File: config.mk
export PLATFORM = sky130hd
export DESIGN_NAME = dual_chan_align
export DESIGN_NICKNAME = d
export VERILOG_FILES = /design/src/rtl/ttni_gw_pkg.sv /design/src/rtl/gw_word_fifo.sv /design/src/rtl/dual_chan_align.sv
export SDC_FILE = /design/constraint.sdc
export NUM_CORES = 1
export LEC_CHECK = 0
export CAP_MARGIN = 0
export CORE_MARGIN = 2
export CORE_UTILIZATION = 27
export DETAILED_ROUTE_END_ITERATION = 7
export PLACE_DENSITY_LB_ADDON = 0.1
export SLEW_MARGIN = 0
export SYNTH_ARGS = -nofsm -noshare
export SYNTH_HDL_FRONTEND = slang
export SYNTH_HIERARCHICAL = 1
export SYNTH_SLANG_ARGS = --single-unit
File: constraint.sdc
create_clock -name clk -period 3.8 [get_ports clk]
set_input_delay 0.38 -clock clk [delete_from_list [all_inputs] [get_ports clk]]
set_output_delay 0.38 -clock clk [all_outputs]
set_load 0.01 [all_outputs]
File: src/rtl/ttni_gw_pkg.sv
// ttni_gw_pkg: shared gateway types, the default word width and the miss-flag bit positions.
// Contents:
//   GW_WORD_W  - default channel word width
//   pair_t     - aligned pair {a, b, miss_a, miss_b}
//   MISS_*_BIT - miss-flag positions within the low two bits of a packed pair_t
package ttni_gw_pkg;
  localparam int GW_WORD_W = 32;
  localparam int MISS_A_BIT = 1;
  localparam int MISS_B_BIT = 0;
  typedef struct packed {
    logic [GW_WORD_W-1:0] a;
    logic [GW_WORD_W-1:0] b;
    logic                 miss_a;
    logic                 miss_b;
  } pair_t;
endpackage

File: src/rtl/gw_word_fifo.sv
// gw_word_fifo: single-clock DEPTH-entry word FIFO that drops pushes arriving while it is full.
// Ports:
//   clk, rst_n  - clock, asynchronous active-low reset
//   push, din   - write strobe and word
//   pop         - remove head (ignored when empty)
//   head        - oldest word, valid when !empty
//   empty, full - occupancy status
//   drop        - push rejected this cycle (full and no pop)
module gw_word_fifo #(
  parameter int W     = 32,
  parameter int DEPTH = 4
) (
  input  logic         clk,
  input  logic         rst_n,
  input  logic         push,
  input  logic [W-1:0] din,
  input  logic         pop,
  output logic [W-1:0] head,
  output logic         empty,
  output logic         full,
  output logic         drop
);
  localparam int AW = $clog2(DEPTH);
  localparam int CW = $clog2(DEPTH + 1);
  logic [W-1:0]  mem_q [DEPTH];
  logic [AW-1:0] wr_q, wr_d, rd_q, rd_d;
  logic [CW-1:0] cnt_q, cnt_d;
  logic          do_push, do_pop;
  always_comb begin
    empty   = cnt_q == '0;
    full    = cnt_q == CW'(DEPTH);
    do_pop  = pop & !empty;
    // a pop frees a slot in the same cycle, so a push on a full FIFO is still taken
    do_push = push & (!full | do_pop);
    drop    = push & full & !do_pop;
    head    = mem_q[rd_q];
    wr_d    = do_push ? wr_q + AW'(1) : wr_q;
    rd_d    = do_pop ? rd_q + AW'(1) : rd_q;
    cnt_d   = cnt_q + CW'(do_push) - CW'(do_pop);
  end
  always_ff @(posedge clk or negedge rst_n)
    if (!rst_n) begin
      wr_q  <= '0;
      rd_q  <= '0;
      cnt_q <= '0;
    end else begin
      wr_q  <= wr_d;
      rd_q  <= rd_d;
      cnt_q <= cnt_d;
    end
  always_ff @(posedge clk)
    if (do_push) mem_q[wr_q] <= din;
endmodule

File: src/rtl/dual_chan_align.sv
// dual_chan_align: buffers words from two redundant receive channels and emits them as registered aligned pairs, timing out lone words.
// Ports:
//   clk, rst_n                  - clock, asynchronous active-low reset
//   a_valid/a_data, b_valid/b_data - channel word strobes and data
//   out_valid/out_ready         - pair handshake
//   out_a/out_b                 - pair words (0 on the missing side)
//   miss_a/miss_b               - pair was emitted by timeout without that side
//   ovf_a/ovf_b                 - sticky FIFO-overflow drop flags
module dual_chan_align
  import ttni_gw_pkg::*;
#(
  parameter int WORD_W  = GW_WORD_W,
  parameter int DEPTH   = 4,
  parameter int TIMEOUT = 16
) (
  input  logic              clk,
  input  logic              rst_n,
  input  logic              a_valid,
  input  logic [WORD_W-1:0] a_data,
  input  logic              b_valid,
  input  logic [WORD_W-1:0] b_data,
  output logic              out_valid,
  input  logic              out_ready,
  output logic [WORD_W-1:0] out_a,
  output logic [WORD_W-1:0] out_b,
  output logic              miss_a,
  output logic              miss_b,
  output logic              ovf_a,
  output logic              ovf_b
);
  localparam int TW = $clog2(TIMEOUT + 1);
  localparam logic [TW-1:0] T_LAST = TW'(TIMEOUT - 1);
  logic [WORD_W-1:0] head_a, head_b;
  logic              emp_a, emp_b, ne_a, ne_b, pop_a, pop_b, drop_a, drop_b;
  logic              unused_full_a, unused_full_b;
  logic              load_ok, lone, tmo;
  logic [TW-1:0]     tmr_q, tmr_d;
  logic              out_valid_q, out_valid_d;
  logic [WORD_W-1:0] out_a_q, out_a_d, out_b_q, out_b_d;
  logic [1:0]        miss_q, miss_d;
  logic              ovf_a_q, ovf_a_d, ovf_b_q, ovf_b_d;
  gw_word_fifo #(.W(WORD_W), .DEPTH(DEPTH)) u_fifo_a (
    .clk(clk), .rst_n(rst_n), .push(a_valid), .din(a_data), .pop(pop_a),
    .head(head_a), .empty(emp_a), .full(unused_full_a), .drop(drop_a)
  );
  gw_word_fifo #(.W(WORD_W), .DEPTH(DEPTH)) u_fifo_b (
    .clk(clk), .rst_n(rst_n), .push(b_valid), .din(b_data), .pop(pop_b),
    .head(head_b), .empty(emp_b), .full(unused_full_b), .drop(drop_b)
  );
  always_comb begin
    ne_a        = !emp_a;
    ne_b        = !emp_b;
    load_ok     = !out_valid_q | out_ready;
    lone        = ne_a ^ ne_b;
    tmo         = lone & (tmr_q == T_LAST);
    pop_a       = 1'b0;
    pop_b       = 1'b0;
    out_valid_d = out_valid_q;
    out_a_d     = out_a_q;
    out_b_d     = out_b_q;
    miss_d      = miss_q;
    if (load_ok) begin
      if (ne_a & ne_b) begin
        pop_a       = 1'b1;
        pop_b       = 1'b1;
        out_valid_d = 1'b1;
        out_a_d     = head_a;
        out_b_d     = head_b;
        miss_d      = '0;
      end else if (tmo) begin
        pop_a              = ne_a;
        pop_b              = ne_b;
        out_valid_d        = 1'b1;
        out_a_d            = ne_a ? head_a : '0;
        out_b_d            = ne_b ? head_b : '0;
        miss_d[MISS_A_BIT] = !ne_a;
        miss_d[MISS_B_BIT] = !ne_b;
      end else if (out_ready) begin
        out_valid_d = 1'b0;
        miss_d      = '0;
      end
    end
    // the timer holds at its last value while the output register is blocked
    tmr_d   = (!lone || (tmo && load_ok)) ? '0 : (tmr_q == T_LAST) ? tmr_q : tmr_q + TW'(1);
    ovf_a_d = ovf_a_q | drop_a;
    ovf_b_d = ovf_b_q | drop_b;
  end
  always_ff @(posedge clk or negedge rst_n)
    if (!rst_n) begin
      tmr_q       <= '0;
      out_valid_q <= 1'b0;
      out_a_q     <= '0;
      out_b_q     <= '0;
      miss_q      <= '0;
      ovf_a_q     <= 1'b0;
      ovf_b_q     <= 1'b0;
    end else begin
      tmr_q       <= tmr_d;
      out_valid_q <= out_valid_d;
      out_a_q     <= out_a_d;
      out_b_q     <= out_b_d;
      miss_q      <= miss_d;
      ovf_a_q     <= ovf_a_d;
      ovf_b_q     <= ovf_b_d;
    end
  assign out_valid = out_valid_q;
  assign out_a     = out_a_q;
  assign out_b     = out_b_q;
  assign miss_a    = miss_q[MISS_A_BIT];
  assign miss_b    = miss_q[MISS_B_BIT];
  assign ovf_a     = ovf_a_q;
  assign ovf_b     = ovf_b_q;
endmodule
==> results of run 1 <==
==> metrics by stage <==
stage | hold WS, ns | utilization, %
6_report | 0.462 | 34.5
5_1_grt | 0.471 | 34.5
3_3_place_gp | 0.475 | 31.9
3_5_place_dp | 0.480 | 31.9
4_1_cts | 0.452 | 34.5
2_1_floorplan | 0.0844 | -
==> worst max-delay path, delay by kind of cell, from the launching register on <==
family,cells,cell delay (ns)
XOR/XNOR,2,0.31
AND/OR/NAND/NOR,3,0.95
AO/OA/AOI/OAI,4,0.74
flip-flops,1,0.43
adder cells (fa/ha/maj),3,0.84
buffers and inverters,1,0.11
==> power breakdown <==
| group | internal [W] | total [W] | switching [W] |
|---|---|---|---|
| clock | 0.00220 | 0.00368 | 0.00148 |
| sequential | 0.00513 | 0.00578 | 0.000656 |
| combinational | 0.00210 | 0.00417 | 0.00207 |
| total | 0.00942 | 0.0136 | 0.00420 |
==> final cells by class <==
| cell class | instances | area, sq um | area share, % |
|---|---|---|---|
| well taps | 615 | 769 | 4.66 |
| clock buffers | 56 | 1080 | 6.54 |
| flip-flops and latches | 344 | 9890 | 59.9 |
| multi-input cells | 280 | 2950 | 17.8 |
| diodes | 1 | 2.50 | 0.0151 |
| repair buffers | 160 | 1610 | 9.72 |
| clock inverters | 16 | 178 | 1.08 |
| inverters | 12 | 45.0 | 0.273 |
==> timing repair <==
item                      in CTS  in global routing
hold buffers                   1                  0
hold endpoints to repair      42                  0
gates resized for setup        0                  0
==> flip-flops by register name, indices dropped and copies added (netlist names), 2 cells and up <==
name            flops
out_b              32
u_fifo_b/cnt_q      3
u_fifo_b/rd_q       2
u_fifo_a/rd_q       2
u_fifo_a/mem_q    128
u_fifo_b/wr_q       2
u_fifo_a/wr_q       2
u_fifo_b/mem_q    128
tmr_q               5
miss_q              2
u_fifo_a/cnt_q      3
out_a              32
==> worst paths after layout <==
kind | start | endpoint | slack, ns | depth (start not counted)
worst max-delay path | u_fifo_b/cnt_q[1]$_DFF_PN0_ | u_fifo_b/cnt_q[2]$_DFF_PN0_ | 0.35 | 13
worst min-delay path | rst_n | out_b[16]$_DFFE_PN0P_ | 0.46 | 2
worst max register to register | u_fifo_b/cnt_q[1]$_DFF_PN0_ | u_fifo_b/cnt_q[2]$_DFF_PN0_ | 0.35 | 13
worst min register to register | ovf_a$_DFF_PN0_ | ovf_a$_DFF_PN0_ | 0.49 | 1
max in group asynchronous | rst_n | u_fifo_b/rd_q[1]$_DFFE_PN0N_ | 2.40 | 3
min in group clk | b_data[27] | u_fifo_b/mem_q[0][27]$_DFFE_PP_ | 0.49 | 1
==> per-layer routing <==
metal / up-vias / wire (um) / global-route usage (%)
met5: - / 48 / 0
met1: 3540 / 13900 / 16.4
met4: 8 / 684 / 3.76
met2: 134 / 15600 / 21.4
met3: 51 / 1540 / 3.02
li1: 2990 / - / -
==> flow_summary.toml, run 1 <==
[run_status]
status = "completed"

[placed_design]
placed_area_sq_mm = 0.0153
placed_cells = 1410
hpwl_um = 19500
numPortBuffers = 137
routabilityCongestion = 0.720
dpl_worst_slack_ns = 0.343

[sta]
setup_violations = 0
clock.fmax_mhz = 290
setup_slack_ns = 0.346
relSlewSlack_pct = 34.4
timing.final.max_slew_violations = 0
skew_ns = 0.0231
rsz0062_at_grt = "no"
tns_ns = 0
fin_crit_ns = 3.45
max_slew.worst_pin.slew_ns = 0.984
hold_viol_final = 0
min_period_over_period_pct = 90.9

[worst_setup_path]
cp_slowest_cell = "ha_1"
crit_required_ns = 4.25
start_kind = "register"
crit_chain = "nor3_1, inv_1, ha_1, and2_1, o21ai_4, a21oi_1, o31ai_1, or2_2, a21bo_2, ha_1, fa_1, xor2_1, xnor2_1"
worstPathArrival_ns = 3.90
crit_type = "reg2reg"
crit_top_cell = "ha_1"
crit_path_max_fanout = 10
cpPeakStageDelay_ns = 0.48
crit_path_end_kind = "register"

[cts]
cts_made_buffers = 39
cts.sinks = 344
htreeDepth = 2
cts-root-buf = "clkbuf_16"
clk_path_buf_depth = 3
cts_tree = "done"
clock_latency_ns = 0.53
cts_setup_buffers = 0
path_clk_slew_ns = 0.06

[synthesis]
synth.avg_cell_area_sq_um = 19.4
synth_warnings = 6
syn_area_sq_mm = 0.0131
syn-num-nets = 758
synth_cells = 674

[die]
dieArea_sq_mm = 0.0503
dieWidth_um = 224
initial_core_util_pct = 27.4
io_pins = 138
die_height_um = 224
design.core.area_sq_mm = 0.0478
core.rowCount = 80

[global_routing]
grtUsageTotal_pct = 12.7
grt_pass1_wl_um = 47500
grt_start_max_net_pins = 65
antenna_found_initial = 4
grt_pass1_vias = 7510
grt-ovfl-total = 0

[final_layout]
final_cell_mix = "256 x edfxtp_1, 136 x clkdlybuf4s50_1, 84 x dfrtp_1, 64 x mux4_2, 63 x o21ai_0"
final_cell_area_sq_mm = 0.0165
nNetsFinal = 921
stdcell_count = 1484
area_growth_pct = 26.1
fillCellCount = 4523
layout_commonest_cell = "edfxtp_1"
layout-drive-gt1-share_pct = 19.6

[run]
maxCapViolations = 0

[drt]
dr.pass1.iters = 5
drt_iter0_markers = 480
viasPerCell = 4.53
avgRoutedWirePerCell_um = 21.4
vias = 6723
drc = 0
routed_wl_um = 31700
drtAntennaViolNets = 0

[power_and_ir_drop]
p_leak_nw = 5.78
totalPowerFinal_w = 0.0136
power_density_mw_per_mm2 = 825
ir_worst_vdd_uv = 419

[hold_path]
min_path_type = "in2async"
No activity file was read; power rests on OpenSTA's default activity.
==> run 2: changes to the inputs <==
--- a/config.mk
+++ b/config.mk
@@ -15,3 +15,4 @@
 export SYNTH_HDL_FRONTEND = slang
 export SYNTH_HIERARCHICAL = 1
 export SYNTH_SLANG_ARGS = --single-unit
+export TNS_END_PERCENT = 5
==> results of run 2 <==
Same layout as run 1: the final DEF is identical, and so are final timing and power.
